File: src/rtl/pipeline_hazard_ctrl.sv
// Stall/flush controller for the 5-stage pipeline: load-use bubbles, taken-branch flushes,
// multi-cycle data-memory freezes with a timeout into HALT, plus saturating stall/flush counters.
module pipeline_hazard_ctrl #(
  parameter int MEM_TIMEOUT = 16,
  parameter int CNT_W       = 16
) (
  input  logic             Clk,
  input  logic             Reset,
  input  logic             IDEX_MemRead,
  input  logic [4:0]       IDEX_WriteReg,
  input  logic [4:0]       IFID_Rs,
  input  logic [4:0]       IFID_Rt,
  input  logic             BranchTaken,
  input  logic             MemReq,
  input  logic             MemReady,
  output logic             PCWrite,
  output logic             IFIDWrite,
  output logic             IFIDFlush,
  output logic             IDEXWrite,
  output logic             IDEXBubble,
  output logic             EXMEMWrite,
  output logic             MEMWBBubble,
  output logic             Halted,
  output logic [CNT_W-1:0] StallCycles,
  output logic [CNT_W-1:0] FlushCount
);

  localparam int WC_W = $clog2(MEM_TIMEOUT + 1);

  typedef enum logic [1:0] {
    RUN      = 2'd0,
    MEM_WAIT = 2'd1,
    HALT     = 2'd2
  } state_t;

  state_t          state;
  state_t          state_nxt;
  logic [WC_W-1:0] wait_cnt;
  logic [WC_W-1:0] wait_nxt;
  logic            halt_set;
  logic            load_use;
  logic            mem_stall;
  logic            freeze;
  logic            active;
  logic            stall_cnt_en;
  logic            flush_cnt_en;

  function automatic logic [CNT_W-1:0] sat_inc(input logic [CNT_W-1:0] v);
    return (&v) ? v : v + CNT_W'(1);
  endfunction

  assign load_use  = IDEX_MemRead && (IDEX_WriteReg != 5'd0) &&
                     ((IDEX_WriteReg == IFID_Rs) || (IDEX_WriteReg == IFID_Rt));
  assign mem_stall = MemReq && !MemReady;
  assign active    = (state == RUN) || (state == MEM_WAIT);

  // Any encoding outside RUN/MEM_WAIT is treated like HALT: hold the whole pipeline.
  assign freeze = ((state == RUN) && mem_stall) ||
                  ((state == MEM_WAIT) && !MemReady) ||
                  !active;

  always_ff @(posedge Clk) begin
    if (Reset) begin
      state    <= RUN;
      wait_cnt <= '0;
      Halted   <= 1'b0;
    end else begin
      state    <= state_nxt;
      wait_cnt <= wait_nxt;
      Halted   <= Halted | halt_set;
    end
  end

  // MemReq is not re-sampled in MEM_WAIT; the access is assumed to sit in EX/MEM until MemReady.
  always_comb begin
    state_nxt = state;
    wait_nxt  = wait_cnt;
    halt_set  = 1'b0;
    case (state)
      RUN: begin
        if (mem_stall) begin
          state_nxt = MEM_WAIT;
          wait_nxt  = WC_W'(1);
        end
      end
      MEM_WAIT: begin
        if (MemReady) begin
          state_nxt = RUN;
          wait_nxt  = '0;
        end else begin
          wait_nxt = wait_cnt + WC_W'(1);
          if (wait_cnt == WC_W'(MEM_TIMEOUT - 1)) begin
            state_nxt = HALT;
            halt_set  = 1'b1;
          end
        end
      end
      HALT:    state_nxt = HALT;
      default: state_nxt = HALT;
    endcase
  end

  always_comb begin
    PCWrite     = 1'b1;
    IFIDWrite   = 1'b1;
    IFIDFlush   = 1'b0;
    IDEXWrite   = 1'b1;
    IDEXBubble  = 1'b0;
    EXMEMWrite  = 1'b1;
    MEMWBBubble = 1'b0;
    if (Reset) begin
      PCWrite     = 1'b0;
      IFIDWrite   = 1'b0;
      IFIDFlush   = 1'b1;
      IDEXWrite   = 1'b0;
      IDEXBubble  = 1'b1;
      EXMEMWrite  = 1'b0;
      MEMWBBubble = 1'b1;
    end else if (freeze) begin
      PCWrite     = 1'b0;
      IFIDWrite   = 1'b0;
      IDEXWrite   = 1'b0;
      EXMEMWrite  = 1'b0;
      MEMWBBubble = 1'b1;
    end else if (load_use) begin
      // The branch in ID, if any, is re-resolved next cycle once the load data is forwardable.
      PCWrite    = 1'b0;
      IFIDWrite  = 1'b0;
      IDEXBubble = 1'b1;
    end else if (BranchTaken) begin
      IFIDFlush = 1'b1;
    end
  end

  assign stall_cnt_en = !Reset && !PCWrite && active;
  assign flush_cnt_en = !Reset && IFIDFlush;

  always_ff @(posedge Clk) begin
    if (Reset) begin
      StallCycles <= '0;
      FlushCount  <= '0;
    end else begin
      if (stall_cnt_en) StallCycles <= sat_inc(StallCycles);
      if (flush_cnt_en) FlushCount  <= sat_inc(FlushCount);
    end
  end

endmodule

File: config.mk
export PLATFORM = sky130hd
export DESIGN_NAME = pipeline_hazard_ctrl
export DESIGN_NICKNAME = d
export VERILOG_FILES = /design/src/rtl/pipeline_hazard_ctrl.sv
export SDC_FILE = /design/constraint.sdc
export NUM_CORES = 1
export LEC_CHECK = 0
export CELL_PAD_IN_SITES_DETAIL_PLACEMENT = 0
export CELL_PAD_IN_SITES_GLOBAL_PLACEMENT = 1
export CORE_UTILIZATION = 46
export CTS_CLUSTER_DIAMETER = 40
export DETAILED_ROUTE_END_ITERATION = 10
export DONT_BUFFER_PORTS = 1
export HOLD_SLACK_MARGIN = 0.08
export PLACE_DENSITY = 0.85
export SYNTH_ARGS = -nofsm -noshare
export SYNTH_HDL_FRONTEND = slang
export SYNTH_SLANG_ARGS = --single-unit
File: constraint.sdc
create_clock -name Clk -period 2.48 [get_ports Clk]
set_input_delay 0.248 -clock Clk [delete_from_list [all_inputs] [get_ports Clk]]
set_output_delay 0.248 -clock Clk [all_outputs]
set_load 0.02 [all_outputs]
* Yosys cells after proc, flatten, opt, wreduce, memory -nomap -nowiden
Index checks and enable logic that the tools add are counted.
** Storage, ports and cells
- Register bits after elaboration :: 40
- Input bits :: 21
- Output and inout port bits :: 40
- Word-level logic and storage cells :: 66
** Cells by class
- Add/sub/neg operators :: 3
- Equality and inequality tests :: 6
- Muxes and demuxes :: 24
- Bitwise logic cells :: 3
- Reduce and logical (&&, ||, !) cells :: 25
** Operators by type and width (number)
- adder 16 x 1 -> 16 bit, second input constant :: 2
- AND reduction 16 bit :: 2
- 2-to-1 mux 1 bit :: 17
- == test 5 bit :: 2
- 2-to-1 mux 5 bit :: 2
- one-hot mux 5 bit (2 select lines) :: 1
- logical AND 1 bit :: 8
- AND reduction 2 bit :: 4
- 2-to-1 mux 2 bit :: 3
- adder 5 x 1 -> 5 bit, second input constant :: 1
- == test 5 x 4 -> 1 bit, second input constant :: 1
- nonzero test 5 bit :: 1
- logical NOT 1 bit :: 4
- logical OR 1 bit :: 4
- one-hot mux 2 bit (2 select lines) :: 1
- != test 3 x 2 -> 1 bit, second input constant :: 1
- == test 2 x 1 -> 1 bit, second input constant :: 1
- logical NOT 2 bit :: 1
- != test 2 bit, second input constant :: 1
- NOT 1 bit :: 2
- nonzero test 2 bit :: 1
- OR 1 bit :: 1

* Logic depth before layout (Yosys ltp)
Gate-level depths: netlist (run 1).
- Depth in word-level cells :: 11
- Mapped depth :: 9
- Gate-level depth less buffers :: 7

* Least setup slack after synthesis (run 1)
Ideal clock, no wire load.
- Kind :: register to register
- Start point :: reg StallCycles[0]
- End point :: reg StallCycles[1]
- Library setup time :: 0.128 ns
- Arrival :: 2.001 ns
- Data required time :: 2.352 ns
- Path slack :: 0.351 ns
- Cell stages (with the launch flop) :: 9
- Buffers on the path :: 1
- Clock period less this slack :: 2.129 ns
- Path through :: dfxtp_1 > ha_1 > nand4_1 > nor4_1 > nor3_1 > a21oi_4 > buf_4 > mux2i_1 > nor2_1
** Between the ends
- Longest elaborated chain between the ends :: 3
- Elaborated cells between the ends (all ways) :: 4
- Classes of those cells :: 1 x add/sub; 1 x bitwise; 2 x reduce/logical
** Ends and longest elaborated chain
- start: declaration :: line 24 : output logic [CNT_W-1:0] StallCycles,
- start signal: assignment :: line 143 : if (stall_cnt_en) StallCycles <= sat_inc(StallCycles);
- parallel branches: the longest is 3 deep, another holds adder 16 x 1 -> 16 bit
Several ways; the timed one is not identified.
A chain may end at the register's enable or synchronous reset.

* Worst setup path in the final report (run 1)
- Start point :: reg StallCycles[2]
- End point :: reg StallCycles[1]
** Between the ends
- Longest elaborated chain between the ends :: 3
** Ends and longest elaborated chain
- AND reduction 16 bit :: line 49 : return (&v) ? v : v + CNT_W'(1);
- NOT 1 bit (no line)
- AND reduction 2 bit (no line)
Every way passes these cells.

==> metrics.md, run 1 <==
| Metric | Value |
|---|---|
| Starting DRC count in detailed routing | `approximately 110` |
| Clock Tree Buf Depth | `2` |
| Net count after synthesis | `294` |
| Die H | `just over 70 um` |
| CTS hold repair buffers | `1` |
| Warnings, synthesis | `0` |
| Peak supply drop | `0.000292 V` |
| Setup TNS | `0 ps` |
| Filler cell count | `462` |
| Final max-slew violation count | `0` |
| Library cells used by synthesis | `55` |
| Multi-input logic area | `approximately 1300 um^2` |
| Main combinational cell family by area after synthesis | `simple AND/OR/NAND/NOR gates` |
| Final hold vios | `0` |
| Final WL | `5110 um` |
| Post-CTS repair timing setup buffer count | `0` |
| Post-layout min period | `2200 ps` |
| Row Count | `25` |
| Estimated wirelength of the detail-placed design | `between 3000 and 4000 um` |
| I/O pin count | `roughly 60` |
| Area leader, netlist | `dfxtp_1` |
| Async set or reset register ratio after synthesis | `0%` |
| CTS Buf Count | `5` |
| Die Wd | `around 72 um` |
| CTS root buffer | `clkbuf_8` |
| PortBufs | `0` |
| Placer Congestion | `about 0.76` |
| Crit start category | `flip-flop` |
| Post-Synth XOR/XNOR Area | `5.86%` |
| Status | `finished, final reports clean` |
| Layout cell share with drive strength beyond 1 | `12.3%` |
| Vias/cell | `5.97` |
| Pre-antenna DRT Iters | `4` |
| Nets@finish | `around 300` |
| DIE AREA | `5160 um^2` |
| Setup Viol. Count Final | `0` |
| Placed Instances | `325` |
| Synth-to-layout area growth | `7.81%` |
| Crit share post-route | `88.8%` |
| Mux cell area share after synthesis | `3.07%` |
| GR Util All Layers | `20.6%` |
| Maximum clock rate | `0.454 GHz` |
| GRT Residual Overflow | `0` |
| Register area | `801 um^2` |
| Non-Filler Instances | `331` |
| Final Skew | `3.52 ps` |
| Crit Path Class | `reg2reg` |
| First-pass GRT wire length | `8410 um` |
| Synth top area cells | `dfxtp_1 (36%), a21oi_1 (5.4%), xnor2_1 (4.3%)` |
| Gate Count Post-Synth | `~270` |
| Top_reg_cell synth | `dfxtp_1` |
| Max_cap viols | `0` |
| Synth Area in Compound Gates | `a little under 20%` |
| Simple-Gate Fraction of Synth Area | `roughly 29%` |
| Core Region | `around 4700 um^2` |
| Number of routed nets with antenna violations | `0` |
| Adder-cell share of the synthesized area | `~2.2%` |
| Post-synth EDFFs | `0` |
| Worst-path fanout max | `18` |
| Data arrival, critical path | `2340 ps` |
| Critical Path Sink Type | `flip-flop` |
| CTS Sinks | `40` |
| Synthesized cell area | `2240 um^2` |
| Synthesized area per cell | `roughly 8.3 um^2` |
| Total number of vias | `1975` |
| Slew @ Worst Pin | `1150 ps` |
| Clk slew on worst S/H paths | `70 ps` |
| Initial antenna violation count | `0` |
| RSZ-0062 raised after global routing | `false` |
| Share of Yosys cell area claimed by the top area cell type | `35.7%` |
| Vias in the first global route | `1874` |
| Worst-Skew Late Latency | `290 ps` |
| Seq/Total Area, Yosys | `35.7%` |
| Htree depth | `2` |
| CP required | `2620 ps` |
| CTS tree | `done` |
| Initial Util | `47.8%` |
| PD cells | `around 490 nW/um^2` |
| Post_cts resized | `0` |
| WL per Instance | `15.4 um` |
| Antenna cells | `0` |
| Flops & latches, synth | `40` |
| Pin count of the biggest net entering global routing | `30` |
| Drc violations | `0` |
| Rel. slew slack | `22.9%` |
| Leakage power figure | `0.806 nW` |
| Worst hold slack | `166 ps` |
| HP Class | `in2reg` |
[cell families (layout without fill, tap and decap cells)]
logic type,after synthesis,in the layout
AOI/OAI and AO/OA,65,65
DFF,40,40
xor gates and xnor gates,15,15
muxes,6,6
adders and majority gates,4,4
and+or+nand+nor,117,117
buffers and inverters,22,30
[layout make-up]
cell class | instances | share of cell area [%]
Multi-Input combinational cell | 207 | 55.1
Timing Repair Buffer | 14 | 4.45
Inverter | 11 | 1.71
Tap cell | 54 | 2.79
Clock buffer | 5 | 2.85
Sequential cell | 40 | 33.1
[worst paths after layout]
check	slack [ps]	from	depth (start not counted)	end
min reg2reg	500	wait_cnt[4]	2	wait_cnt[4]
max	280	StallCycles[2]	7	StallCycles[1]
min	170	Reset	2	FlushCount[1]
max reg2reg	280	StallCycles[2]	7	StallCycles[1]
[flip-flops by register name, summed over array words and instances (netlist names)]
| name | cells |
|---|---|
| StallCycles | 16 |
| state | 2 |
| Halted | 1 |
| FlushCount | 16 |
| wait_cnt | 5 |
[synth_stat cells, types with 3 or more instances]
cell and n:
a21oi_1 24, nor2_1 25, o21ai_1 7, nor4_1 3, buf_4 4, nor3_1 5, ha_1 4, xor2_1 4
or4_1 11, nand4_1 5, nor2b_1 6, o21ai_0 5, or3_1 11, dfxtp_1 40, clkbuf_1 4, and3_1 5
nand3_1 13, xnor2_1 11, o31ai_1 12, nand2_1 20, inv_1 11
[per-stage QoR]
stage,util (%),cell area (um^2),setup WS [ps],total power [mW]
after floorplan,-,2240,351,0.783
after global placement,49.9,2340,326,0.795
after detailed placement,49.9,2340,297,0.798
after CTS,51.5,2420,283,1.20
after global routing,51.5,2420,96.9,1.24
final,51.5,2420,278,1.18
[per-layer routing]
layer  track usage [%]  vias to the layer above  wire length [um]
li1                  -                      996                 -
met4              6.97                        0                43
met3              7.03                        5               335
met1              25.8                      918              2440
met2              33.2                       56              2290
met5                 0                        -                 0
[cells in the final DEF (no fill, tap or decap), types with 2 or more instances in the layout]
| master | Yosys | final |
|---|---|---|
| nand4_1 | 5 | 5 |
| or3_1 | 11 | 11 |
| or2_2 | 2 | 2 |
| xor2_1 | 4 | 4 |
| o31ai_1 | 12 | 12 |
| or4_1 | 11 | 11 |
| nor2b_1 | 6 | 6 |
| nor4_1 | 3 | 3 |
| dfxtp_1 | 40 | 40 |
| buf_4 | 4 | 13 |
| nand3_1 | 13 | 13 |
| and3_1 | 5 | 5 |
| nand2_1 | 20 | 20 |
| o21ai_1 | 7 | 7 |
| xnor2_1 | 11 | 11 |
| a31oi_1 | 2 | 2 |
| o21ai_0 | 5 | 5 |
| inv_1 | 11 | 11 |
| nor2_1 | 25 | 25 |
| nor3_1 | 5 | 5 |
| mux2_2 | 2 | 2 |
| mux2i_1 | 2 | 2 |
| ha_1 | 4 | 4 |
| a211oi_1 | 2 | 2 |
| a21oi_1 | 24 | 24 |
| clkbuf_8 | 0 | 5 |
[where the power goes]
part	internal, mW	switching, mW	total [mW]	leakage, nW
clock network	0.181	0.208	0.390	0.0359
registers	0.650	0.00712	0.657	0.323
logic	0.0511	0.0840	0.135	0.447
[critical path, stage by stage (launching register included)]
cell and delay [ps]:
dfxtp_1 530, nand4_1 300, nor4_1 440, nor3_1 140, a21oi_4 170, buf_4 230, mux2i_1 200, nor2_1 50
Power figures use the tool's default switching activity.
==> run 2, diff against run 1 <==
Settings changed: CORE_UTILIZATION 46 to 35, PLACE_DENSITY 0.85 to 0.69.
==> metrics.md, run 2 (synthesis results as in run 1) <==
| Metric | Value |
|---|---|
| Post-layout min period | `2190 ps` |
| Critical Path Sink Type | `flip-flop` |
| Clk slew on worst S/H paths | `80 ps` |
| Commonest non-fill, non-tap cell in the layout | `dfxtp_1` |
| Die Wd | `82.1 um` |
| Post-CTS repair timing setup buffer count | `0` |
| Final WL | `5500 um` |
| R2r worst-path depth | `6` |
| WL per Instance | `15.4 um` |
| Pre-antenna DRT Iters | `4` |
| CP Launch Point | `FlushCount[10]` |
| Number of routed nets with antenna violations | `0` |
| PD cells | `494 nW/um^2` |
| Core Region | `6060 um^2` |
| Worst-path fanout max | `28` |
| Peak supply drop | `0.000194 V` |
| Data arrival, critical path | `approximately 2400 ps` |
| CTS tree | `done` |
| Pin count of the biggest net entering global routing | `30` |
| Die H | `82.1 um` |
| GRT met1 Usage | `23.2%` |
| First-pass GRT wire length | `8570 um` |
| Total number of vias | `1971` |
| DIE AREA | `between 6000 and 7000 um^2` |
| Rel. slew slack | `57.9%` |
| Antenna cells | `0` |
| Worst-Skew Late Latency | `~300 ps` |
| GR Util All Layers | `17.0%` |
| Clock Tree Buf Depth | `2` |
| Synth-to-layout area growth | `11.0%` |
| Final hold vios | `0` |
| Final max-slew violation count | `0` |
| CP required | `2670 ps` |
| Drc violations | `0` |
| Leakage power figure | `0.829 nW` |
| Final core occ | `41.1%` |
| Nets@finish | `307` |
| Initial Util | `approximately 37%` |
| CTS root buffer | `clkbuf_8` |
| HP Class | `in2reg` |
| Crit start category | `flip-flop` |
| Met3 layer usage reported by global route | `roughly 5.0%` |
| Vias/cell | `5.52` |
| Slew @ Worst Pin | `between 600 and 700 ps` |
| RSZ-0062 raised after global routing | `false` |
| Reg-to-reg slack, setup | `~290 ps` |
| Worst Setup EP | `FlushCount[12]` |
| RR Endpoint | `FlushCount[12]` |
| Max_cap viols | `0` |
| Row Count | `28` |
| Maximum clock rate | `approximately 0.46 GHz` |
| PortBufs | `0` |
| Top flop regs | `FlushCount (16), StallCycles (16), wait_cnt (5)` |
| Most frequent cells in the layout | `dfxtp_1 (40), nor2_1 (25), a21oi_1 (24)` |
| Reg-to-reg startpoint | `FlushCount[10]` |
| GRT Residual Overflow | `0` |
| Met2 Use GR | `25.2%` |
| CTS Sinks | `40` |
| Placer Congestion | `~0.73` |
| Setup TNS | `0 ps` |
| Crit Path Class | `reg2reg` |
| Initial antenna violation count | `0` |
| Status | `finished, final reports clean` |
| Layer with the highest usage | `met2` |
| Starting DRC count in detailed routing | `roughly 80` |
| Final Skew | `roughly 6.8 ps` |
| I/O pin count | `61` |
| Vias in the first global route | `1768` |
| Estimated wirelength of the detail-placed design | `3860 um` |
| Layout cell share with drive strength beyond 1 | `14.2%` |
| Htree depth | `2` |
| Crit share post-route | `88.1%` |
| CTS Buf Count | `5` |
| Setup Viol. Count Final | `0` |
run 2: what timing repair did:
action | in CTS | in global routing
endpoints found under the hold margin | 29 | 0
resized for setup | 0 | 0
setup endpoints to repair | 0 | 0
hold buffers | 1 | 0
run 2: cell type report:
class	instances	area, um^2
repair buffers	17	140
fillers	637	3570
flip-flops and latches	40	801
inverters	11	41.3
multi-input cells	207	1330
well taps	75	93.8
clock inverters	2	12.5
clock buffers	5	68.8
run 2: stage by stage:
stage | power [mW] | std cells | instance area, um^2 | hold WS, ps | setup slack (ps)
after floorplan | 0.783 | 269 | 2240 | 434 | 351
after global placement | 0.798 | 349 | 2390 | 324 | 331
after CTS | 1.25 | 357 | 2490 | 131 | 282
after global routing | 1.28 | 357 | 2490 | 162 | 161
after detailed placement | 0.800 | 349 | 2390 | 329 | 297
final | 1.23 | 357 | 2490 | 154 | 295
run 2: critical path, stage by stage (launching register included):
cell,delay (ps)
dfxtp_1,510
nand4_2,170
or2_4,270
o41a_1,450
o211ai_4,280
nor3_2,90
mux2_4,310
run 2: per-layer routing:
layer	up-vias	share of wire, %	wire length (um)
li1	1004	-	-
met1	907	49	2710
met2	56	43	2350
met3	4	7.2	396
met4	0	0.69	38
met5	-	0	0
run 2: worst min path at each step:
stage,start,to,cells after the start
floorplan,Reset,FlushCount[4],3
global placement,Reset,FlushCount[2],1
detailed placement,Reset,FlushCount[2],1
CTS,Reset,FlushCount[4],3
global route,Reset,FlushCount[1],2
finish,Reset,FlushCount[4],3
run 2: where the power goes:
group	internal, mW	leakage, nW	switching, mW	total, mW
Clock	0.191	0.0400	0.243	0.434
Combinational	0.0533	0.466	0.0853	0.139
Sequential	0.650	0.323	0.00679	0.657
Total	0.894	0.829	0.335	1.23
==> run 3, diff against run 2 <==
Settings changed: CORE_MARGIN from default to 5, PLACE_DENSITY 0.69 to default, PLACE_DENSITY_LB_ADDON from default to 0.1.
==> metrics.md, run 3 (synthesis results as in run 1) <==
| Metric | Value |
|---|---|
| Critical Path Sink Type | `flip-flop` |
| GR Util All Layers | `14.5%` |
| Antenna cells | `0` |
| Vias in the first global route | `1939` |
| Worst-path fanout max | `28` |
| CTS root buffer | `clkbuf_8` |
| Max_cap viols | `0` |
| Post-layout min period | `2140 ps` |
| Pin count of the biggest net entering global routing | `30` |
| First-pass GRT wire length | `9830 um` |
| Setup TNS | `0 ps` |
| Layer with the highest usage | `met2` |
| CTS Buf Count | `5` |
| Crit share post-route | `86.1%` |
| Worst path bufs/invs | `0` |
| Die Wd | `90.1 um` |
| Post-CTS repair timing setup buffer count | `0` |
| GRT Residual Overflow | `0` |
| Rel. slew slack | `54.7%` |
| Core Region | `6280 um^2` |
| Crit path max-delay cell type | `dfxtp_1` |
| CTS hold repair buffers | `1` |
| Starting DRC count in detailed routing | `48` |
| Maximum clock rate | `0.468 GHz` |
| Synth-to-layout area growth | `14.9%` |
| I/O pin count | `just over 60` |
| Total number of vias | `2003` |
| Top flop regs | `FlushCount (16), StallCycles (16), wait_cnt (5)` |
| Setup Viol. Count Final | `0` |
| Nets@finish | `317` |
| Most frequent cells in the layout | `dfxtp_1 (40), buf_4 (26), nor2_1 (25)` |
| Met2 Use GR | `24.5%` |
| Drc violations | `0` |
| Vias/cell | `5.41` |
| Final hold vios | `0` |
| Clock Tree Buf Depth | `2` |
| Leakage power figure | `0.896 nW` |
| Slew @ Worst Pin | `676 ps` |
| Final Skew | `4.69 ps` |
| Row Count | `29` |
| Pre-antenna DRT Iters | `4` |
| WP depth | `6` |
| Hold Crit Depth | `2` |
| Max stage delay on crit path | `roughly 480 ps` |
| Worst-path cell chain | `and4_1 -> nand3_2 -> o41a_1 -> o211ai_4 -> nor3_2 -> mux2_4` |
| Peak supply drop | `0.000230 V` |
| CP required | `2670 ps` |
| Placer Congestion | `0.694` |
| Data arrival, critical path | `2320 ps` |
| WL per Instance | `15.6 um` |
| R2r worst-path depth | `6` |
| Worst hold slack | `~150 ps` |
| Final WL | `5790 um` |
| Estimated wirelength of the detail-placed design | `4310 um` |
| Post_cts resized | `0` |
| Initial antenna violation count | `0` |
| Status | `finished, final reports clean` |
| Number of routed nets with antenna violations | `0` |
| Clk slew on worst S/H paths | `about 80 ps` |
| CTS tree | `done` |
| PD cells | `a little under 500 nW/um^2` |
| Htree depth | `2` |
| Die H | `90.1 um` |
| Worst path top cell family by delay | `compound AO/OA/AOI/OAI gates` |
| Met3 layer usage reported by global route | `4.92%` |
| Crit start category | `flip-flop` |
| RSZ-0062 raised after global routing | `false` |
| GRT met1 Usage | `17.3%` |
| Crit Path Class | `reg2reg` |
| Final max-slew violation count | `0` |
| Commonest non-fill, non-tap cell in the layout | `dfxtp_1` |
| Initial Util | `a little over a third` |
| DIE AREA | `slightly above 8000 um^2` |
| CTS Sinks | `40` |
| PortBufs | `0` |
| Worst-Skew Late Latency | `290 ps` |
| HP Class | `in2reg` |
| Layout cell share with drive strength beyond 1 | `17.4%` |
## run 3: cell types whose count changed in the layout (fill, tap and decap cells not counted), sizes merged
cell / delta
buf: +10
clkbuf: +1
clkinv: +1
clkinvlp: -1
## run 3: through the flow
step | utilization, % | power, mW | instances | cell area [um^2] | setup slack, ps
finish | 41.1 | 1.25 | 370 | 2580 | 344
global route | 41.1 | 1.32 | 370 | 2580 | 154
CTS | 41.1 | 1.27 | 370 | 2580 | 322
detailed placement | 39.3 | 0.800 | 361 | 2470 | 332
global placement | 39.3 | 0.799 | 361 | 2470 | 355
floorplan | - | 0.783 | 269 | 2240 | 351
## run 3: layer usage
metal / vias up / wire length [um]
li1: 1022 / -
met1: 936 / 2530
met2: 37 / 2790
met3: 8 / 372
met4: 0 / 93
met5: - / 0
## run 3: final cells by class
class / instances / area [um^2]
inverters: 11 / 41.3
well taps: 77 / 96.3
clock inverters: 2 / 10.0
fillers: 667 / 3700
flip-flops and latches: 40 / 801
clock buffers: 6 / 82.6
multi-input cells: 207 / 1330
repair buffers: 27 / 215
## run 3: report_power, final
| group | leakage, nW | total, mW | internal (mW) | switching, mW |
|---|---|---|---|---|
| sequential | 0.323 | 0.656 | 0.650 | 0.00641 |
| combinational | 0.522 | 0.138 | 0.0533 | 0.0845 |
| clock | 0.0510 | 0.454 | 0.222 | 0.232 |
## run 3: path summary, 6_finish.rpt
kind,from,to,slack (ps)
hold reg to reg,wait_cnt[4],wait_cnt[4],500
setup / recovery,FlushCount[6],FlushCount[12],340
hold / removal,Reset,FlushCount[1],150
setup reg to reg,FlushCount[6],FlushCount[12],340
